--- config.mk ---
export PLATFORM = sky130hd
export DESIGN_NAME = jtframe_rom_arb
export DESIGN_NICKNAME = d
export VERILOG_FILES = /design/src/rtl/jtframe_rom_arb_pkg.sv /design/src/rtl/jtframe_rom_arb_slot.sv /design/src/rtl/jtframe_rom_arb.sv
export SDC_FILE = /design/constraint.sdc
export NUM_CORES = 1
export LEC_CHECK = 0
export BUFFER_PORTS_ARGS = -buffer_cell sky130_fd_sc_hd__buf_2
export CAP_MARGIN = 25
export CORE_ASPECT_RATIO = 1.4
export CORE_MARGIN = 2
export CORE_UTILIZATION = 58
export DETAILED_ROUTE_END_ITERATION = 7
export GPL_TIMING_DRIVEN = 0
export HOLD_SLACK_MARGIN = 0.1
export PLACE_DENSITY = 0.86
export REMOVE_ABC_BUFFERS = 1
export SYNTH_ARGS = -nofsm -noshare
export SYNTH_HDL_FRONTEND = slang
export SYNTH_SLANG_ARGS = --single-unit
--- constraint.sdc ---
create_clock -name clk_rom -period 7.6 [get_ports clk_rom]
set_input_delay 0 -clock clk_rom [delete_from_list [all_inputs] [get_ports clk_rom]]
set_output_delay 0 -clock clk_rom [all_outputs]
set_load 0.01 [all_outputs]
--- src/rtl/jtframe_rom_arb_pkg.sv ---
// Shared types for the ROM read-port arbiter: FSM states, grant record and
// the round-robin candidate search.
package jtframe_rom_arb_pkg;

  localparam int MAX_SLOTS = 8;
  localparam int IW        = 3;

  typedef enum logic [1:0] {
    IDLE = 2'd0,
    REQ  = 2'd1,
    WAIT = 2'd2
  } arb_state_e;

  typedef struct packed {
    logic          found;
    logic [IW-1:0] idx;
  } grant_t;

  // First set bit of cand at or after start (wrapping at slots); scanned
  // downwards so the lowest distance from start wins.
  function automatic grant_t rr_search(input logic [MAX_SLOTS-1:0] cand,
                                       input logic [IW-1:0]        start,
                                       input int                   slots);
    grant_t        g;
    int            k;
    logic [IW-1:0] kk;
    g = '0;
    for (int i = MAX_SLOTS - 1; i >= 0; i--) begin
      if (i < slots) begin
        k  = (int'(start) + i) % slots;
        kk = k[IW-1:0];
        if (cand[kk]) begin
          g.found = 1'b1;
          g.idx   = kk;
        end
      end
    end
    return g;
  endfunction

endpackage

--- src/rtl/jtframe_rom_arb_slot.sv ---
// One requester's last-word cache: tag/valid/data, hit compare and the
// registered data-valid flag.
module jtframe_rom_arb_slot
  import jtframe_rom_arb_pkg::*;
#(
  parameter int AW = 22,
  parameter int DW = 32
) (
  input  logic          clk_rom,
  input  logic          rst_n,
  input  logic          flush_i,
  input  logic          req_i,
  input  logic [AW-1:0] addr_i,
  input  logic          fill_i,
  input  logic [AW-1:0] fill_addr_i,
  input  logic [DW-1:0] fill_data_i,
  output logic          hit_o,
  output logic          ok_o,
  output logic [DW-1:0] data_o
);

  logic          valid_q;
  logic [AW-1:0] tag_q;
  logic [DW-1:0] data_q;
  logic          ok_q;

  assign hit_o  = valid_q && (tag_q == addr_i);
  assign ok_o   = ok_q;
  assign data_o = data_q;

  // A flush wins over a fill: data read while the ROM is being reloaded is stale.
  always_ff @(posedge clk_rom or negedge rst_n) begin
    if (!rst_n) begin
      valid_q <= 1'b0;
      tag_q   <= '0;
      data_q  <= '0;
      ok_q    <= 1'b0;
    end else begin
      ok_q <= req_i & hit_o & ~flush_i;
      if (flush_i) begin
        valid_q <= 1'b0;
      end else if (fill_i) begin
        valid_q <= 1'b1;
        tag_q   <= fill_addr_i;
        data_q  <= fill_data_i;
      end
    end
  end

endmodule

--- src/rtl/jtframe_rom_arb.sv ---
// Round-robin arbiter sharing one SDRAM read port among SLOTS ROM requesters,
// one outstanding access, with a last-word cache per requester.
module jtframe_rom_arb
  import jtframe_rom_arb_pkg::*;
#(
  parameter int SLOTS = 4,
  parameter int AW    = 22,
  parameter int DW    = 32
) (
  input  logic                clk_rom,
  input  logic                rst_n,
  input  logic                downloading,
  input  logic                loop_rst,
  input  logic [SLOTS-1:0]    slot_req,
  input  logic [SLOTS*AW-1:0] slot_addr,
  output logic [SLOTS-1:0]    slot_ok,
  output logic [SLOTS*DW-1:0] slot_data,
  output logic                sdram_req,
  output logic [AW-1:0]       sdram_addr,
  input  logic                sdram_ack,
  input  logic                data_rdy,
  input  logic [DW-1:0]       data_read
);

  arb_state_e     state_q;
  logic [IW-1:0]  sel_q;
  logic [IW-1:0]  rr_q;
  logic           sdram_req_q;
  logic [AW-1:0]  sdram_addr_q;

  logic [SLOTS-1:0]     hit;
  logic [SLOTS-1:0]     fill;
  logic [MAX_SLOTS-1:0] cand;
  grant_t               grant;
  logic [AW-1:0]        grant_addr;
  logic [IW-1:0]        rr_d;
  logic                 done;

  assign sdram_req  = sdram_req_q;
  assign sdram_addr = sdram_addr_q;

  always_comb begin
    cand             = '0;
    cand[SLOTS-1:0]  = slot_req & ~hit;
    grant            = rr_search(cand, rr_q, SLOTS);
    grant_addr       = '0;
    for (int k = 0; k < SLOTS; k++) begin
      if (grant.idx == IW'(k)) grant_addr = slot_addr[k*AW +: AW];
    end
    rr_d = (sel_q == IW'(SLOTS - 1)) ? '0 : sel_q + 1'b1;
    // Ack and data in the same REQ cycle count as a completed access.
    done = !loop_rst && data_rdy &&
           (((state_q == REQ) && sdram_ack) || (state_q == WAIT));
  end

  generate
    for (genvar gi = 0; gi < SLOTS; gi++) begin : g_slot
      assign fill[gi] = done && (sel_q == IW'(gi));

      jtframe_rom_arb_slot #(
        .AW (AW),
        .DW (DW)
      ) u_slot (
        .clk_rom     (clk_rom),
        .rst_n       (rst_n),
        .flush_i     (downloading),
        .req_i       (slot_req[gi]),
        .addr_i      (slot_addr[gi*AW +: AW]),
        .fill_i      (fill[gi]),
        .fill_addr_i (sdram_addr_q),
        .fill_data_i (data_read),
        .hit_o       (hit[gi]),
        .ok_o        (slot_ok[gi]),
        .data_o      (slot_data[gi*DW +: DW])
      );
    end
  endgenerate

  always_ff @(posedge clk_rom or negedge rst_n) begin
    if (!rst_n) begin
      state_q      <= IDLE;
      sel_q        <= '0;
      rr_q         <= '0;
      sdram_req_q  <= 1'b0;
      sdram_addr_q <= '0;
    end else begin
      case (state_q)
        IDLE: begin
          if (!downloading && !loop_rst && grant.found) begin
            sel_q        <= grant.idx;
            sdram_addr_q <= grant_addr;
            sdram_req_q  <= 1'b1;
            state_q      <= REQ;
          end
        end
        REQ: begin
          if (loop_rst) begin
            sdram_req_q <= 1'b0;
            state_q     <= IDLE;
          end else if (sdram_ack) begin
            sdram_req_q <= 1'b0;
            if (data_rdy) begin
              rr_q    <= rr_d;
              state_q <= IDLE;
            end else begin
              state_q <= WAIT;
            end
          end
        end
        WAIT: begin
          if (loop_rst) begin
            state_q <= IDLE;
          end else if (data_rdy) begin
            rr_q    <= rr_d;
            state_q <= IDLE;
          end
        end
        default: begin
          sdram_req_q <= 1'b0;
          state_q     <= IDLE;
        end
      endcase
    end
  end

endmodule

# Word-level counts from Yosys, hierarchy flattened
# Cells that the tools add are included.
[totals]
out_inout_bits = 155
inputBits = 130
reg_bits = 255
[op_classes]
bitwise_logic = 15
n_lt_le_gt_ge = 4
muxes = 41
eq_ne = 18
n_addsub = 4
n_reduce_logical = 35
[op_table]
columns = ["op", "count"]
rows = [
  ["$eq A22 B22 Y1", 4],
  ["$mux W22", 4],
  ["$mux W4", 4],
  ["$mux W1", 15],
  ["$mux W3", 5],
  ["$logic_and A1 B1 Y1", 13],
  ["$eq A3 B2 Y1 const B", 4],
  ["$lt A3 B4 Y1 const B", 3],
  ["$mux W2", 6],
  ["$reduce_and A2 Y1", 5],
  ["$reduce_bool A2 Y1", 5],
  ["$bmux W1 S3", 3],
  ["$and A1 B1 Y1", 8],
  ["$ne A2 B2 Y1 const B", 4],
  ["$eq A3 B1 Y1 const B", 2],
  ["$logic_not A3 Y1", 2],
  ["$ne A3 B3 Y1 const B", 2],
  ["$pmux W2 S3", 1],
  ["$pmux W3 S2", 1],
  ["$reduce_and A3 Y1", 2],
  ["$reduce_or A2 Y1", 3],
  ["$add A2 B2 Y2 const B", 2],
  ["$and A4 B4 Y4", 1],
  ["$lt A2 B4 Y1 const B", 1],
  ["other kinds (13)", 17],
]

# Logic depth before layout (Yosys ltp)
# Gate-level depths: netlist of the first run.
[depth]
word_depth = 15
depth_mapped = 10

# Hierarchy
# From an unflattened synthesis of the first run, not the netlist that was laid out.
[hier_totals]
cells_unflattened = 825
area_unflattened_um2 = 11294.6
[by_module_without_submodules]
columns = ["mod", "n_inst", "area_each_um2", "cells_per_inst"]
rows = [
  ["jtframe_rom_arb_slot", 4, 2323.5, 151],
  ["jtframe_rom_arb", 1, 2000.7, 221],
]

# Least setup slack after synthesis of the first run
# No wires, ideal clock.
[synth_path]
path_kind = "register to register"
startpoint = "register g_slot[3].u_slot.tag_q[1]"
endpoint = "register sdram_addr_q[10], in the netlist sdram_addr[10]"
slack_ns = 5.095
path_stages_with_launch = 11
setup_time_ns = 0.140
path_buffers = 2
period_less_slack_ns = 2.505
arrival_ns = 2.364
path_cell_list = "dfrtp_1 > xnor2_1 > nand4_1 > nor4_1 > a31oi_1 > a31o_1 > and2_1 > buf_4 > clkbuf_1 > a2111oi_0 > a211oi_1"
[synth_via]
elab_chain_cells = 15
elab_cells_between_ends = 26
classes_between = "eq/ne: 4; mux: 16; bitwise: 2; reduce/logical: 4"
[synth_rtl]
columns = ["item", "line", "text"]
rows = [
  ["start: declaration", "jtframe_rom_arb_slot.sv:23", "logic [AW-1:0] tag_q;"],
  ["start signal: assignment", "jtframe_rom_arb_slot.sv:44", "tag_q <= fill_addr_i;"],
  ["$eq A22 B22 Y1 *", "jtframe_rom_arb_slot.sv:27", "assign hit_o = valid_q && (tag_q == addr_i);"],
  ["$logic_and A1 B1 Y1 *", "jtframe_rom_arb_slot.sv:27", ""],
  ["$not A4 Y4 *", "jtframe_rom_arb.sv:44", "cand[SLOTS-1:0] = slot_req & ~hit;"],
  ["$and A4 B4 Y4 *", "jtframe_rom_arb.sv:44", ""],
  ["$bmux W1 S3", "jtframe_rom_arb_pkg.sv:32", "if (cand[kk]) begin"],
  ["$mux W1 (not written as such)", "jtframe_rom_arb_pkg.sv:32", ""],
  ["$mux W4 (3 in series)", "jtframe_rom_arb_pkg.sv:32", ""],
  ["$mux W4 *", "jtframe_rom_arb_pkg.sv:32", ""],
  ["$logic_not A3 Y1", "jtframe_rom_arb.sv:48", "if (grant.idx == IW'(k)) grant_addr = slot_addr[k*AW +: AW];"],
  ["$mux W22 (4 in series)", "jtframe_rom_arb.sv:48", ""],
  ["end signal: assignment", "jtframe_rom_arb.sv:91", "sdram_addr_q <= grant_addr;"],
  ["end: declaration", "jtframe_rom_arb.sv:29", "logic [AW-1:0] sdram_addr_q;"],
]
# Mark *: on every way between the ends. The rest lies on a longest branch, timed or not. The select of a mux whose other input is x is not followed.
# A chain may end at the register's enable or synchronous reset.

# Worst setup path in the final report of the first run
[layout_path]
startpoint = "register g_slot[0].u_slot.tag_q[4]"
endpoint = "register sdram_addr_q[15], in the netlist sdram_addr[15]"
[layout_via]
elab_chain_cells = 15
elab_cells_between_ends = 26
classes_between = "eq/ne: 4; mux: 16; bitwise: 2; reduce/logical: 4"
[layout_rtl]
columns = ["item", "line"]
rows = [
  ["start: declaration", "jtframe_rom_arb_slot.sv:23"],
  ["start signal: assignment", "jtframe_rom_arb_slot.sv:44"],
  ["$eq A22 B22 Y1 *", "jtframe_rom_arb_slot.sv:27"],
  ["$logic_and A1 B1 Y1 *", "jtframe_rom_arb_slot.sv:27"],
  ["$not A4 Y4 *", "jtframe_rom_arb.sv:44"],
  ["$and A4 B4 Y4 *", "jtframe_rom_arb.sv:44"],
  ["$bmux W1 S3", "jtframe_rom_arb_pkg.sv:32"],
  ["$mux W1 (not written as such)", "jtframe_rom_arb_pkg.sv:32"],
  ["$mux W4 (3 in series)", "jtframe_rom_arb_pkg.sv:32"],
  ["$mux W4 *", "jtframe_rom_arb_pkg.sv:32"],
  ["$logic_not A3 Y1", "jtframe_rom_arb.sv:48"],
  ["$mux W22 (4 in series)", "jtframe_rom_arb.sv:48"],
]
# Marks and branches as above.

==> qor.yml, run 1 <==
crit_family: "compound AO/OA/AOI/OAI gates"
ys.flop_type: "dfrtp_1"
synth.most_common_cell: "dfrtp_1"
synth_cells: 827
rows: 60
io_buffer_count: 284
synth_cell_types: 48
critPathRequiredTime_ns: 8.05
path_cells: "xnor2_1, nand4_1, nor4_1, a21boi_1, a22oi_2, and2_2, buf_12, mux2i_1, dlygate4sd3_1, a211oi_1, dlygate4sd3_1"
cellLeakagePower_nw: 7.63
avgSynthCellArea_sq_um: 13.7
cts_buffers: 24
ys_seq_area_frac: 0.558
synth_top_area_share: 0.558
place_congestion: 0.872
fin_crit_ns: 5.18
die_area_sq_um: 20700
antenna_found_initial: 8
yosysTopAreaCell: "dfrtp_1"
first_iter_violations: 667
ff2ff_path_depth: 11
ys_ff_latch: 253
cap_violations: 0
first_pass_iters: 5
worstReg2RegEnd: "sdram_addr[15]"
worst-path-buf-inv: 3
crit_path_start_kind: "register"
h-tree-depth: 1
routedWlPerCell_microns: 24.6
async_reset_ff_frac: 1.00
finalSetupViolCount: 0
crit_arrival_ns: 5.63
outcome: "complete, no violations"
start_util: 0.591
ir_worst_vdd_mv: 0.237
critPathSlowestCell: "a22oi_2"
cts_resized: 0
cts_tree: "yes"
grt_pass1_vias: 9516
syn2layout_area_growth_pct: 32.5
synth_edf_count: 0
hp-class: "input port to async pin"
cts-root-buf: "clkbuf_16"
globalRouteOverflowTotal: 0
clk_path_buf_depth: 3
clock_sinks: 253
slew_headroom: 0.164
cts_setup_buffers: 0
ys_top_cells_by_area: "dfrtp_1 56%, mux2_2 22%, xnor2_1 4.8%"
r2r_start: "g_slot[0].u_slot.tag_q[4]"
final_nets: 1347
die_h_microns: 170
die_w_microns: 122
syn_area_sq_um: 11400
rsz0062_at_grt: "false"
drive_above_1_share: 0.454
final-hold-violation-count: 0
grt_pass1_wl_microns: 54800
cp_common_cell: "dlygate4sd3_1"
clock-skew-final_ns: 0.0212
worstMarginPinSlew_ns: 1.25
drt_wl_total_microns: 36400
dp_hpwl_microns: 22200
synth_common_cells: "253 x dfrtp_1, 217 x mux2_2, 62 x xnor2_1"
core_sq_um: 19200
grt_usage: 0.352
min_period_over_period: 0.682
setup_tns_ns: 0
grt_start_max_net_pins: 106
hold_buffers: 115
drv_slew: 0
worst_setup_path_end_kind: "register"
rrSetupSlack_ns: 2.42
vias_per_cell: 5.96
path_depth: 11
antenna_left: 0
powerDensity_nw_per_um2: 309
p_total_w: 0.00465
path_clk_slew_ns: 0.07
path_class: "register to register"
cp_max_fo: 31
clk_latency_ns: 0.53
io_pins: 285
synth_warnings: 0
vias: 8834
max_stage_delay_ns: 1.02
drc_errors: 0
fmax_mhz: 193
-- metal layers --
layer / GRT usage / up-vias / routed length [microns]
met5: 0 / - / 48
met4: 0.179 / 8 / 2060
met3: 0.0948 / 138 / 3100
met2: 0.602 / 459 / 18600
met1: 0.401 / 4453 / 12600
li1: - / 3776 / -
-- worst max path at each step --
stage               slack (ns)                    endpoint                        from
finish                    2.42              sdram_addr[15]   g_slot[0].u_slot.tag_q[4]
global route              2.26              sdram_addr[12]   g_slot[0].u_slot.tag_q[4]
CTS                       2.56              sdram_addr[12]   g_slot[0].u_slot.tag_q[4]
detailed placement        3.60               sdram_addr[9]   g_slot[0].u_slot.tag_q[4]
global placement          2.12  g_slot[2].u_slot.tag_q[15]                       rst_n
floorplan                 4.02               sdram_addr[0]  g_slot[1].u_slot.tag_q[11]
-- area by class of cell --
class,instances,area [sq um]
Inverter,10,37.5
Clock inverter,8,140
Clock buffer,34,699
Antenna cell,4,10.0
Timing Repair Buffer,404,2720
Sequential cell,253,6330
Fill cell,1143,4170
Multi-Input combinational cell,520,4800
Tap cell,248,310
-- kinds of logic after synthesis --
group	synth area share
adders and majority gates	0.00441
buffers and inverters	0.0228
xor gates and xnor gates	0.0679
DFF	0.558
AOI/OAI and AO/OA	0.0619
and+or+nand+nor	0.0508
muxes	0.235
-- worst register-to-register path: stages, from the launching register on --
cell	delay, ns
dfrtp_1	0.40
xnor2_1	0.43
nand4_1	0.18
nor4_1	0.39
a21boi_1	0.23
a22oi_2	1.02
and2_2	0.63
buf_12	0.28
mux2i_1	0.14
dlygate4sd3_1	0.57
a211oi_1	0.25
dlygate4sd3_1	0.58
-- sequential cells by signal, summed over array words and instances (netlist names), 2 cells and up --
name	count
sdram_addr	22
g_slot.u_slot.valid_q	4
g_slot.u_slot.tag_q	88
g_slot.u_slot.ok_o	4
rr_q	2
sel_q	2
g_slot.u_slot.data_o	128
state_q	2
-- per-stage QoR --
step / std cells / hold WS, ns / util / setup WS [ns] / area, sq um
after CTS: 1477 / 0.103 / 0.782 / 2.56 / 15000
final: 1481 / 0.0739 / 0.783 / 2.42 / 15000
after detailed placement: 1320 / -0.000936 / 0.678 / 3.60 / 13000
after global routing: 1480 / 0.124 / 0.783 / 2.26 / 15000
after global placement: 1315 / 0.174 / 0.669 / 2.12 / 12900
after floorplan: 783 / -0.296 / - / 4.02 / 11100
-- report_power, final --
| part | total (W) | switching (W) | internal [W] |
|---|---|---|---|
| Sequential | 0.00197 | 0.000287 | 0.00168 |
| Clock | 0.00129 | 0.000512 | 0.000774 |
| Combinational | 0.00140 | 0.000711 | 0.000688 |
-- cell usage in the layout, fill, tap and decap left out, types with 3 or more instances in the layout --
master / netlist / layout
ha_1: 4 / 4
nand3_1: 6 / 6
xnor2_1: 62 / 62
clkbuf_8: 0 / 4
clkbuf_1: 30 / 5
mux2_2: 217 / 217
a21boi_0: 22 / 22
or4_1: 3 / 3
nor4_1: 9 / 9
clkbuf_16: 0 / 25
bufinv_16: 0 / 4
dfrtp_1: 253 / 253
nand2_1: 8 / 4
nand2_4: 0 / 4
nand4_1: 19 / 19
dlygate4sd3_1: 0 / 114
buf_2: 2 / 283
nor2_1: 34 / 34
mux2i_1: 22 / 22
inv_1: 10 / 10
xor2_1: 26 / 26
diode_2: 0 / 4
buf_16: 0 / 4
a2111oi_0: 22 / 22
clkinv_2: 0 / 4
o21ai_0: 8 / 8
a211oi_1: 22 / 22
Power figures use the tool's default switching activity.
==> inputs of run 2 (changes only) <==
--- a/config.mk
+++ b/config.mk
@@ -9,11 +9,11 @@
 export CAP_MARGIN = 25
 export CORE_ASPECT_RATIO = 1.4
 export CORE_MARGIN = 2
-export CORE_UTILIZATION = 58
+export CORE_UTILIZATION = 54
 export DETAILED_ROUTE_END_ITERATION = 7
 export GPL_TIMING_DRIVEN = 0
 export HOLD_SLACK_MARGIN = 0.1
-export PLACE_DENSITY = 0.86
+export PLACE_DENSITY = 0.81
 export REMOVE_ABC_BUFFERS = 1
 export SYNTH_ARGS = -nofsm -noshare
 export SYNTH_HDL_FRONTEND = slang
==> constraint.sdc (replaced) <==
create_clock -name clk_rom -period 4.82 [get_ports clk_rom]
set_input_delay 0 -clock clk_rom [delete_from_list [all_inputs] [get_ports clk_rom]]
set_output_delay 0 -clock clk_rom [all_outputs]
set_load 0.01 [all_outputs]
==> qor.yml, run 2 (synthesis gave the netlist of run 1 again) <==
setup_tns_ns: 0  # unchanged
fin_crit_ns: 4.63  # was 5.18 ns
slew_headroom: 0.0879  # was 0.164
antenna_left: 0  # unchanged
die_w_microns: 127  # was 122 microns
die_area_sq_um: 22200  # was 20700 sq um
antenna_found_initial: 5  # was 8
rrSetupSlack_ns: 0.19  # was 2.42 ns
drt_wl_total_microns: 34400  # was 36400 microns
crit_start: "g_slot[0].u_slot.tag_q[17]"  # was g_slot[0].u_slot.tag_q[4]
drive_above_1_share: 0.453  # was 0.454
io_pins: 285  # unchanged
core_sq_um: 20600  # was 19200 sq um
drv_slew: 0  # unchanged
cts_setup_buffers: 0  # unchanged
layout_common_cells: "283 x buf_2, 253 x dfrtp_1, 217 x mux2_2, 119 x dlygate4sd3_1, 62 x xnor2_1"  # was 283 x buf_2, 253 x dfrtp_1, 217 x mux2_2, 114 x dlygate4sd3_1, 62 x xnor2_1
holdWs_ns: 0.0804  # was 0.0739 ns
first_pass_iters: 5  # unchanged
crit_path_start_kind: "register"  # unchanged
largest_reg_flops: 128  # unchanged
worstMarginPinSlew_ns: 1.37  # was 1.25 ns
crit_arrival_ns: 5.02  # was 5.63 ns
grt_start_max_net_pins: 123  # was 106
final-hold-violation-count: 0  # unchanged
cts_buffers: 25  # was 24
cellLeakagePower_nw: 7.66  # was 7.63 nW
outcome: "complete, no violations"  # unchanged
path_class: "register to register"  # unchanged
cp_max_fo: 23  # was 31
globalRouteOverflowTotal: 0  # unchanged
syn2layout_area_growth_pct: 32.9  # was 32.5%
rows: 62  # was 60
path_clk_slew_ns: 0.07  # about the same
dp_hpwl_microns: 21400  # was 22200 microns
cts-root-buf: "clkbuf_16"  # unchanged
hp-class: "input port to async pin"  # unchanged
powerDensity_nw_per_um2: 474  # was 309 nW/um^2
met3_length_microns: 2770  # was 3100 microns
wl_met2_microns: 17800  # was 18600 microns
drt-met1-wl_microns: 12400  # was 12600 microns
grt_pass1_vias: 9425  # was 9516
h-tree-depth: 1  # unchanged
routedWlPerCell_microns: 23.0  # was 24.6 microns
fmax_mhz: 216  # was 193 MHz
dp_cells: 1328  # was 1320
ir_worst_vdd_mv: 0.361  # was 0.237 mV
clk_path_buf_depth: 3  # unchanged
ff2ff_path_depth: 10  # was 11
r2r_start: "g_slot[0].u_slot.tag_q[17]"  # was g_slot[0].u_slot.tag_q[4]
vias: 8631  # was 8834
drc_errors: 0  # unchanged
cap_violations: 0  # unchanged
p_total_w: 0.00715  # was 0.00465 W
die_h_microns: 176  # was 170 microns
fillerInstances: 1311  # was 1143
grt_pass1_wl_microns: 53000  # was 54800 microns
clk_latency_ns: 0.53  # about the same
clock_sinks: 253  # unchanged
rsz0062_at_grt: "false"  # unchanged
finalSetupViolCount: 0  # unchanged
fin_ws_ns: 0.192  # was 2.42 ns
layout_commonest_cell: "buf_2"  # unchanged
vias_per_cell: 5.77  # was 5.96
final_nets: 1353  # was 1347
dp_slack_ns: 1.04  # was 3.60 ns
min_period_over_period: 0.960  # was 0.682
critPathRequiredTime_ns: 5.21  # was 8.05 ns
start_util: 0.552  # was 0.591
place_congestion: 0.950  # was 0.872
routed.top_layer: "met4"  # was met5
grt_usage: 0.307  # was 0.352
stdcell_count: 1497  # was 1481
worstReg2RegEnd: "sdram_addr[15]"  # unchanged
cts_tree: "yes"  # unchanged
worst_setup_path_end_kind: "register"  # unchanged
clock-skew-final_ns: 0.0223  # was 0.0212 ns
io_buffer_count: 284  # unchanged
first_iter_violations: 539  # was 667
## run 2: cell count changes in the layout (fill, tap and decap cells not counted)
cell / delta
dlygate4sd3_1: +5
diode_2: +2
a22oi_1: +1
clkinvlp_4: +2
clkinv_2: +2
clkinv_4: +1
bufinv_16: -1
buf_8: -1
clkbuf_8: -1
clkbuf_1: -2
## run 2: cell type report
cell class,count,area [sq um],area share
sequential,253,6330,0.420
multi-input combinational,521,4810,0.319
timing repair buffer,408,2750,0.182
clock buffer,31,678,0.0449
tap,256,320,0.0212
clock inverter,12,144,0.00954
inverter,10,37.5,0.00249
antenna,6,15.0,0.000995
## run 2: worst max-delay path by stage
stage                     endpoint  slack (ns)  cells past startpoint
floorplan            sdram_addr[0]        1.24                      8
global placement    sdram_addr[14]       -0.73                      1
detailed placement   sdram_addr[8]        1.04                      9
CTS                  sdram_addr[0]        0.23                     10
global route        sdram_addr[15]        0.06                     10
finish              sdram_addr[15]        0.19                     10
## run 2: per-layer routing
metal,up-vias,global-route usage
met3,80,0.0786
met1,4363,0.354
met5,-,0
li1,3787,-
met4,0,0.139
met2,401,0.537
## run 2: per-stage QoR
stage                     cell area (sq um)   util
final                                 15100  0.734
after global routing                  15100  0.733
after CTS                             15100  0.733
after detailed placement              13100  0.635
after global placement                12900  0.626
after floorplan                       11100      -
## run 2: what timing repair did
item / 4_1_cts / 5_1_grt
setup endpoints to repair: 0 / 5
hold endpoints to repair: 294 / 0
gates resized for setup: 0 / 0
hold buffers: 119 / 0
## run 2: worst max-delay path: stages, from the launching register on
cell           delay, ns
dfrtp_1             0.39
xnor2_1             0.35
nand4_1             0.13
or4_1               0.57
o2111ai_1           0.22
a31o_1              0.84
and2_2              0.49
mux2i_1             0.24
dlygate4sd3_1       0.61
a211oi_1            0.08
dlygate4sd3_1       0.58
## run 2: power by group
part	internal [W]	leakage, nW	total (W)	switching [W]
clock	0.00116	0.404	0.00199	0.000830
sequential	0.00265	3.37	0.00308	0.000427
combinational	0.00101	3.89	0.00208	0.00107
==> inputs of run 3 (changes only) <==
--- a/config.mk
+++ b/config.mk
@@ -9,12 +9,13 @@
 export CAP_MARGIN = 25
 export CORE_ASPECT_RATIO = 1.4
 export CORE_MARGIN = 2
-export CORE_UTILIZATION = 54
+export CORE_UTILIZATION = 53
 export DETAILED_ROUTE_END_ITERATION = 7
 export GPL_TIMING_DRIVEN = 0
 export HOLD_SLACK_MARGIN = 0.1
-export PLACE_DENSITY = 0.81
+export PLACE_DENSITY = 0.8
 export REMOVE_ABC_BUFFERS = 1
 export SYNTH_ARGS = -nofsm -noshare
 export SYNTH_HDL_FRONTEND = slang
+export SYNTH_HIERARCHICAL = 1
 export SYNTH_SLANG_ARGS = --single-unit
==> qor.yml, run 3 <==
ff2ff_path_depth: 11  # was 10
multi_input_area_sq_um: 4760  # was 4810 sq um
outcome: "complete, no violations"  # unchanged
yosysTopAreaCell: "dfrtp_1"  # unchanged
antenna_found_initial: 4  # was 5
rrSetupSlack_ns: 0.33  # was 0.19 ns
cts_buffers: 25  # unchanged
grt_start_max_net_pins: 116  # was 123
h-tree-depth: 1  # unchanged
fillerInstances: 1392  # was 1311
crit_start: "g_slot[1].u_slot/tag_q[11]"  # was g_slot[0].u_slot.tag_q[17]
first_iter_violations: 411  # was 539
start_util: 0.537  # was 0.552
final_nets: 1359  # was 1353
routedWlPerCell_microns: 21.0  # was 23.0 microns
vias: 8476  # was 8631
synth_warnings: 6  # was 0
synth_edf_count: 0  # unchanged
cp_common_cell: "dlygate4sd3_1"  # unchanged
path_class: "register to register"  # unchanged
cts_tree: "yes"  # unchanged
synth.most_common_cell: "dfrtp_1"  # unchanged
dp_hpwl_microns: 20600  # was 21400 microns
crit_arrival_ns: 4.89  # was 5.02 ns
largest_reg_flops: 128  # unchanged
layout_commonest_cell: "buf_2"  # unchanged
endpoint: "sdram_addr[13]"  # was sdram_addr[15]
drive_above_1_share: 0.337  # was 0.453
final_cell_area_sq_um: 15200  # was 15100 sq um
die_h_microns: 177  # was 176 microns
die_w_microns: 127  # about the same
layout_common_cells: "283 x buf_2, 253 x dfrtp_1, 156 x mux2_1, 115 x dlygate4sd3_1, 72 x xnor2_1"  # was 283 x buf_2, 253 x dfrtp_1, 217 x mux2_2, 119 x dlygate4sd3_1, 62 x xnor2_1
vias_per_cell: 5.63  # was 5.77
rows: 63  # was 62
grt_pass1_vias: 9275  # was 9425
stdcell_count: 1506  # was 1497
min_period_over_period: 0.932  # was 0.960
io_buffer_count: 284  # unchanged
place_congestion: 0.803  # was 0.950
drc_errors: 0  # unchanged
place_area_sq_um: 13200  # was 13100 sq um
clock_sinks: 253  # unchanged
holdWs_ns: 0.281  # was 0.0804 ns
worstReg2RegEnd: "sdram_addr[13]"  # was sdram_addr[15]
grt_pass1_wl_microns: 49100  # was 53000 microns
crit_family: "simple AND/OR/NAND/NOR gates"  # unchanged
fmax_mhz: 223  # was 216 MHz
io_pins: 285  # unchanged
critPathSlowestCell: "a21oi_2"  # was a31o_1
worst-path-buf-inv: 2  # unchanged
globalRouteOverflowTotal: 0  # unchanged
core_sq_um: 21000  # was 20600 sq um
layout.area.seq_sq_um: 6330  # unchanged
clock-skew-final_ns: 0.00999  # was 0.0223 ns
cp_max_fo: 22  # was 23
async_reset_ff_frac: 1.00  # unchanged
clk_path_buf_depth: 3  # unchanged
powerDensity_nw_per_um2: 454  # was 474 nW/um^2
ir_worst_vdd_mv: 0.364  # was 0.361 mV
worstMarginPinSlew_ns: 1.00  # was 1.37 ns
antenna_left: 0  # unchanged
cts_setup_buffers: 0  # unchanged
ys.flop_type: "dfrtp_1"  # unchanged
final-hold-violation-count: 0  # unchanged
max_stage_delay_ns: 0.75  # was 0.84 ns
avgSynthCellArea_sq_um: 13.7  # about the same
worst_setup_path_end_kind: "register"  # unchanged
synth_top_area_share: 0.561  # was 0.558
grt_usage: 0.277  # was 0.307
r2r_start: "g_slot[1].u_slot/tag_q[11]"  # was g_slot[0].u_slot.tag_q[17]
slew_headroom: 0.330  # was 0.0879
drt_wl_total_microns: 31600  # was 34400 microns
cellLeakagePower_nw: 7.76  # was 7.66 nW
setup_tns_ns: 0  # unchanged
cap_violations: 0  # unchanged
drv_slew: 0  # unchanged
ys_top_cells_by_area: "dfrtp_1 56%, mux2_1 16%, mux2_2 6.1%"  # was dfrtp_1 56%, mux2_2 22%, xnor2_1 4.8%
finalSetupViolCount: 0  # unchanged
dp_cells: 1342  # was 1328
path_clk_slew_ns: 0.06  # was 0.07 ns
hold_path_startpoint: "data_read[28]"
syn_area_sq_um: 11300  # was 11400 sq um
critPathRequiredTime_ns: 5.22  # was 5.21 ns
hp-class: "input port to register"  # was input port to async pin
synth_common_cells: "253 x dfrtp_1, 156 x mux2_1, 72 x xnor2_1"  # was 253 x dfrtp_1, 217 x mux2_2, 62 x xnor2_1
synth_cells: 825  # was 827
clk_latency_ns: 0.52  # was 0.53 ns
die_area_sq_um: 22500  # was 22200 sq um
rsz0062_at_grt: "false"  # unchanged
path_depth: 11  # was 10
ys_seq_area_frac: 0.561  # was 0.558
fin_crit_ns: 4.49  # was 4.63 ns
synth_cell_types: 43  # was 48
path_cells: "xnor2_1, nand4_1, or4_4, nor2_1, and2b_1, a21oi_2, nor2_4, a211oi_2, dlygate4sd3_1, o31ai_2, dlygate4sd3_1"  # was xnor2_1, nand4_1, or4_1, o2111ai_1, a31o_1, and2_2, mux2i_1, dlygate4sd3_1, a211oi_1, dlygate4sd3_1
first_pass_iters: 7  # was 5
cts-root-buf: "clkbuf_16"  # unchanged
syn2layout_area_growth_pct: 34.4  # was 32.9%
ys_ff_latch: 253  # unchanged
crit_path_start_kind: "register"  # unchanged
run 3: area by class of cell:
type / instances / area share
clock buffer: 36 / 0.0466
timing repair buffer: 416 / 0.192
multi-input combinational: 520 / 0.313
clock inverter: 9 / 0.00667
sequential: 253 / 0.417
tap: 260 / 0.0214
antenna: 3 / 0.000494
inverter: 9 / 0.00222
run 3: worst min-delay path, stage by stage:
cell and delay (ns):
dlygate4sd3_1 0.52, buf_2 0.12, mux2_1 0.12
run 3: logic make-up (layout without fill, tap and decap cells):
group / Yosys count / count (layout) / share of synthesized area
xor+xnor: 88 / 88 / 0.0682
other cells: 0 / 3 / 0
fa+ha+maj: 4 / 4 / 0.00443
flops: 253 / 253 / 0.561
simple gates: 106 / 106 / 0.0579
buf+inv: 52 / 470 / 0.0215
compound gates: 105 / 105 / 0.0710
mux: 217 / 217 / 0.216
run 3: where the power goes:
| part | total (W) | leakage, nW | switching (W) | internal, W |
|---|---|---|---|---|
| logic | 0.00197 | 3.95 | 0.000983 | 0.000991 |
| registers | 0.00298 | 3.42 | 0.000373 | 0.00261 |
| clock network | 0.00194 | 0.398 | 0.000814 | 0.00113 |
| total | 0.00690 | 7.76 | 0.00217 | 0.00473 |
run 3: worst min path at each step:
stage,endpoint,cells after the start
6_report,g_slot[3].u_slot/data_o[28],3
5_1_grt,g_slot[1].u_slot/data_o[28],3
4_1_cts,g_slot[0].u_slot/data_o[7],3
3_5_place_dp,g_slot[0].u_slot/data_o[19],1
3_3_place_gp,state_q[1],2
2_1_floorplan,g_slot[0].u_slot/data_o[0],0
run 3: what timing repair did:
action | 4_1_cts | 5_1_grt
gates resized for setup | 0 | 0
endpoints found under the hold margin | 416 | 0
hold buffers | 116 | 0
run 3: per-layer routing:
| layer | wire [microns] | GRT usage |
|---|---|---|
| met1 | 11600 | 0.315 |
| met2 | 16500 | 0.493 |
| met3 | 2060 | 0.0605 |
| met4 | 1440 | 0.133 |
| met5 | 11 | 0 |
run 3: metrics by stage:
stage | total power [W] | setup WS [ns] | util
floorplan | 0.00387 | 0.763 | -
global placement | 0.00458 | -1.44 | 0.610
detailed placement | 0.00471 | 1.22 | 0.627
CTS | 0.00689 | 0.405 | 0.721
global route | 0.00722 | 0.122 | 0.721
finish | 0.00690 | 0.327 | 0.721
